File: config.mk
export PLATFORM = sky130hd
export DESIGN_NAME = rx_link_ctrl
export DESIGN_NICKNAME = d
export VERILOG_FILES = /design/src/rtl/rx_link_ctrl.sv
export SDC_FILE = /design/constraint.sdc
export NUM_CORES = 1
export LEC_CHECK = 0
export ABC_AREA = 0
export CORE_MARGIN = 2
export CORE_UTILIZATION = 49
export DETAILED_ROUTE_END_ITERATION = 7
export PLACE_DENSITY = 0.83
export SYNTH_ARGS = -nofsm -noshare
export SYNTH_HDL_FRONTEND = slang
export SYNTH_SLANG_ARGS = --single-unit
export TNS_END_PERCENT = 20
File: constraint.sdc
create_clock -name WordClk -period 1.9 [get_ports WordClk]
set_input_delay 0.57 -clock WordClk [delete_from_list [all_inputs] [get_ports WordClk]]
set_output_delay 0.57 -clock WordClk [all_outputs]
set_load 0.02 [all_outputs]
File: src/rtl/rx_link_ctrl.sv
// rtl/rx_link_ctrl.sv - 8b/10b receive link lock/loss controller with elastic-buffer flush
module rx_link_ctrl #(
  parameter int LOCK_COMMAS  = 4,
  parameter int MAX_ERR      = 4,
  parameter int GOOD_RUN     = 4,
  parameter int FLUSH_CYCLES = 8
) (
  input  logic       WordClk,
  input  logic       Rst,
  input  logic       Rx_Enable,
  input  logic       Comma_Detected,
  input  logic       Decode_Error,
  input  logic       Disparity_Error,
  input  logic       Overflow,
  input  logic       Underflow,
  output logic       RX_Valid,
  output logic       Buffer_Flush,
  output logic [2:0] Lock_State,
  output logic [7:0] Loss_Count
);

  localparam int CW = $clog2(LOCK_COMMAS + 1);
  localparam int EW = $clog2(MAX_ERR + 1);
  localparam int GW = $clog2(GOOD_RUN + 1);
  localparam int FW = $clog2(FLUSH_CYCLES + 1);

  localparam logic [CW-1:0] COMMA_TERM = CW'(LOCK_COMMAS);
  localparam logic [EW-1:0] ERR_TERM   = EW'(MAX_ERR);
  localparam logic [GW-1:0] GOOD_TERM  = GW'(GOOD_RUN);
  localparam logic [FW-1:0] FLUSH_LAST = FW'(FLUSH_CYCLES - 1);

  typedef enum logic [2:0] {
    IDLE    = 3'd0,
    ACQUIRE = 3'd1,
    LOCKED  = 3'd2,
    CHECK   = 3'd3,
    FLUSH   = 3'd4
  } state_t;

  state_t        state, state_n;
  logic [CW-1:0] comma_cnt, comma_n;
  logic [EW-1:0] err_cnt, err_n;
  logic [GW-1:0] good_cnt, good_n;
  logic [FW-1:0] flush_cnt, flush_n;
  logic          loss_inc;
  logic          word_err;
  logic          buf_err;

  assign word_err = Decode_Error | Disparity_Error;
  assign buf_err  = Overflow | Underflow;

  // State, counter and saturating loss-count registers
  always_ff @(posedge WordClk) begin
    if (Rst) begin
      state      <= IDLE;
      comma_cnt  <= '0;
      err_cnt    <= '0;
      good_cnt   <= '0;
      flush_cnt  <= '0;
      Loss_Count <= '0;
    end else begin
      state     <= state_n;
      comma_cnt <= comma_n;
      err_cnt   <= err_n;
      good_cnt  <= good_n;
      flush_cnt <= flush_n;
      if (loss_inc && (Loss_Count != 8'hFF)) begin
        Loss_Count <= Loss_Count + 8'd1;
      end
    end
  end

  // Next-state and counter update; enable drop beats buffer errors beat word errors beat commas
  always_comb begin
    state_n  = state;
    comma_n  = comma_cnt;
    err_n    = err_cnt;
    good_n   = good_cnt;
    flush_n  = flush_cnt;
    loss_inc = 1'b0;
    if (!Rx_Enable) begin
      state_n = IDLE;
      comma_n = '0;
      err_n   = '0;
      good_n  = '0;
      flush_n = '0;
    end else begin
      case (state)
        IDLE: begin
          state_n = ACQUIRE;
          comma_n = '0;
        end
        ACQUIRE: begin
          if (word_err) begin
            comma_n = '0;
          end else if (Comma_Detected) begin
            comma_n = comma_cnt + CW'(1);
            if (comma_cnt + CW'(1) == COMMA_TERM) begin
              state_n = LOCKED;
              err_n   = '0;
              good_n  = '0;
            end
          end
        end
        LOCKED: begin
          if (buf_err) begin
            state_n  = FLUSH;
            flush_n  = '0;
            loss_inc = 1'b1;
          end else if (word_err) begin
            state_n = CHECK;
            err_n   = EW'(1);
            good_n  = '0;
          end
        end
        CHECK: begin
          if (buf_err) begin
            state_n  = FLUSH;
            flush_n  = '0;
            loss_inc = 1'b1;
          end else if (word_err) begin
            err_n  = err_cnt + EW'(1);
            good_n = '0;
            if (err_cnt + EW'(1) == ERR_TERM) begin
              state_n  = ACQUIRE;
              comma_n  = '0;
              loss_inc = 1'b1;
            end
          end else if (good_cnt + GW'(1) == GOOD_TERM) begin
            good_n = '0;
            err_n  = err_cnt - EW'(1);
            if (err_cnt == EW'(1)) begin
              state_n = LOCKED;
            end
          end else begin
            good_n = good_cnt + GW'(1);
          end
        end
        FLUSH: begin
          if (flush_cnt == FLUSH_LAST) begin
            state_n = ACQUIRE;
            comma_n = '0;
          end else begin
            flush_n = flush_cnt + FW'(1);
          end
        end
        default: begin
          state_n = IDLE;
          comma_n = '0;
          err_n   = '0;
          good_n  = '0;
          flush_n = '0;
        end
      endcase
    end
  end

  assign Lock_State   = state;
  assign RX_Valid     = (state == LOCKED) || (state == CHECK);
  assign Buffer_Flush = (state == IDLE) || (state == FLUSH);

endmodule

==> flow_metrics.env <==
export IMPL_synth_edf_count=0
export IMPL_leakage_nw=0.888
export IMPL_ys_top_cells_by_area="dfxtp_1 (31%), ha_1 (8.1%), xnor2_1 (5.1%), a21oi_1 (4.8%), nor2_1 (4.8%)"
export IMPL_synth_seq_cells=24
export IMPL_ios=21
export IMPL_die_y_um=60.2
export IMPL_netlist_top_cell_by_area="dfxtp_1"
export IMPL_synth_top_family_by_area="simple AND/OR/NAND/NOR gates"
export IMPL_synthFlopType="dfxtp_1"
export IMPL_synth_top_cell_area_share=0.310
export IMPL_hp_class="reg2reg"
export IMPL_routed_wl_mm=4.11
export IMPL_n_fill_cell=236
export IMPL_drtAntennaViolNets=0
export IMPL_vdd_drop_max_mv=0.298
export IMPL_final_area_mm2=0.00212
export IMPL_rsz0062_at_grt="yes"
export IMPL_synth_commonest_cells="dfxtp_1 (24), nor2_1 (20), a21oi_1 (15)"
export IMPL_worst_slew_pin_slew_ns=0.450
export IMPL_reg2reg_depth=6
export IMPL_register_area_um2=485
export IMPL_fmax_mhz=524
export IMPL_drt_iter0_drc=83
export IMPL_yosysSeqAreaShare=0.310
export IMPL_initial_core_util=0.512
export IMPL_yosys_area_share_simple=0.261
export IMPL_path_buf_inv=0
export IMPL_multi_input_area_mm2=0.00108
export IMPL_muxShareOfSynthArea=0.0226
export IMPL_total_power_mw=1.04
export IMPL_ctsHoldBuffers=0
export IMPL_grt_pass1_wl_mm=6.40
export IMPL_synth_compound_area_frac=0.214
export IMPL_slew_viol_final=0
export IMPL_antennaDiodeCount=0
export IMPL_internal_power_uw=785
export IMPL_cts_root_buf="clkbuf_4"
export IMPL_grt_max_degree=15
export IMPL_gp_congestion=0.893
export IMPL_critPathTopFamily="simple AND/OR/NAND/NOR gates"
export IMPL_die_w_um=60.2
export IMPL_crit_type="reg2reg"
export IMPL_syn_cell_area_mm2=0.00155
export IMPL_drive_gt1_frac=0.290
export IMPL_synth_xor_area_frac=0.0726
export IMPL_dieArea_mm2=0.00363
export IMPL_start_kind="flop"
export IMPL_grt_overflow=0
export IMPL_route_detailed_drc=0
export IMPL_via_count=1549
export IMPL_power_frac_seq=0.492
export IMPL_cts_sinks=24
export IMPL_synthAdderAreaFrac=0.0807
export IMPL_area_delta_synth_final_pct=36.9
export IMPL_holdPathStages=2
export IMPL_dr_pass1_iters=4
export IMPL_clock_path_buffers=2
export IMPL_yosysMostFrequentCell="dfxtp_1"
export IMPL_grtUsageTotal=0.231
export IMPL_ctsHtreeMaxLevel=1
export IMPL_p_per_area_mw_per_mm2=491
export IMPL_placed_cell_area_mm2=0.00199
export IMPL_p_switching_uw=257
export IMPL_layout_nets=250
export IMPL_tns_ns=-0.00967
export IMPL_rows=20
export IMPL_critical_path_max_stage_delay_ns=0.40
export IMPL_syn_nets=201
export IMPL_min_period_ns=1.91
export IMPL_cts_made_buffers=3
export IMPL_finalSetupViolations=1
export IMPL_path_max_fanout=3
export IMPL_io_buffers=20
export IMPL_finalHoldViolations=0
export IMPL_wl_per_cell_um=14.9
export IMPL_antenna_found_initial=0
export IMPL_path_depth=6
export IMPL_crit_arrival_ns=2.19
export IMPL_cp_required_ns=2.18
export IMPL_max_slew_margin_rel=0.700
export IMPL_crit_chain="ha_2, xor2_2, a41oi_2, or3_4, or3_1, a21oi_2"
export IMPL_violations="setup timing"
export IMPL_syn_avg_cell_area_um2=8.47
export IMPL_ys_types=54
export IMPL_slowest_stage="or3_4"
export IMPL_core_mm2=0.00303
export IMPL_yosysWarnings=0
export IMPL_vias_per_cell=5.63
export IMPL_cp_end_kind="flop"
export IMPL_postSynth_asyncResetShare=0
export IMPL_grt_pass1_vias=1463
export IMPL_p_sw_frac=0.247
export IMPL_post_route_period_util=1.01
export IMPL_outcome="finished with violations"
export IMPL_fin_ws_ns=-0.00967
export IMPL_clk_latency_ns=0.33
export IMPL_maxCapViolCount=0
export IMPL_cts_tree="built"
export IMPL_pwr_share_comb=0.140
export IMPL_clkSlewWorstSetupHoldPaths_ns=0.15
export IMPL_clkPwrFrac=0.368
export IMPL_dp_hpwl_mm=2.75
export IMPL_clock_skew_ns=0.00675
export IMPL_synthCells=183
-- routing by layer --
layer	vias up	share of wire	global-route usage
met4	0	0.0097	0.108
met1	713	0.46	0.331
met2	68	0.47	0.335
met3	5	0.065	0.0346
met5	-	0	0
li1	763	-	-
-- worst register-to-register path, delay by kind of cell, from the launching register on --
family	cells	cell delay, ns
DFF	1	0.35
adders and majority gates	1	0.20
xor gates and xnor gates	1	0.22
and+or+nand+nor	2	0.78
AOI/OAI and AO/OA	2	0.32
-- what timing repair did --
item,CTS,global route
buffers inserted,0,2
gates resized for setup,20,17
pin swaps,1,3
endpoints found under the setup margin,21,18
endpoints found under the hold margin,0,0
-- area by class of cell --
| cell class | instances | area share |
|---|---|---|
| Multi-Input combinational cell | 146 | 0.508 |
| Sequential cell | 24 | 0.229 |
| Timing Repair Buffer | 52 | 0.204 |
| Tap cell | 44 | 0.0259 |
| Clock inverter | 1 | 0.0142 |
| Clock buffer | 3 | 0.0106 |
| Inverter | 5 | 0.00884 |
-- power groups by stage --
stage	combinational, mW	sequential [mW]	clock [mW]
finish	0.146	0.513	0.383
global route	0.156	0.514	0.407
CTS	0.137	0.513	0.393
detailed placement	0.138	0.524	0
global placement	0.136	0.524	0
floorplan	0.0650	0.525	0
-- cell families after synthesis --
family          Yosys count
simple gates             74
compound gates           47
flops                    24
buf+inv                  13
xor+xnor                 12
fa+ha+maj                10
mux                       3
-- state kept, by name, indices dropped and copies added, names as in the netlist --
name        cells
Lock_State      3
Loss_Count      8
comma_cnt       3
err_cnt         3
flush_cnt       4
good_cnt        3
-- placed cells by master, fill, tap and decap left out, types with 5 or more instances in the layout --
| cell | netlist | layout |
|---|---|---|
| nand3_1 | 11 | 11 |
| inv_1 | 5 | 5 |
| nor2_1 | 20 | 19 |
| nand2_1 | 10 | 10 |
| dfxtp_1 | 24 | 20 |
| nor2b_1 | 5 | 5 |
| ha_1 | 10 | 8 |
| a21oi_1 | 15 | 14 |
| o21ai_0 | 6 | 6 |
| buf_4 | 0 | 32 |
| xnor2_1 | 9 | 9 |
| dlygate4sd2_1 | 0 | 14 |
-- final timing paths --
kind	start	to	slack, ns
min reg2reg	good_cnt[1]	good_cnt[1]	0.52
min	good_cnt[1]	good_cnt[1]	0.52
max	comma_cnt[0]	good_cnt[0]	-0.01
max reg2reg	comma_cnt[0]	good_cnt[0]	-0.01
-- per-stage QoR --
step                setup slack, ns  hold WS, ns  std cells  utilization
detailed placement           -0.447        0.481        269        0.657
CTS                         -0.0408        0.500        273        0.677
finish                     -0.00967        0.516        275        0.701
global route                -0.0206        0.532        275        0.701
floorplan                    0.0611        0.452        183            -
global placement             -0.363        0.470        269        0.657
No activity file was read; power rests on OpenSTA's default activity.
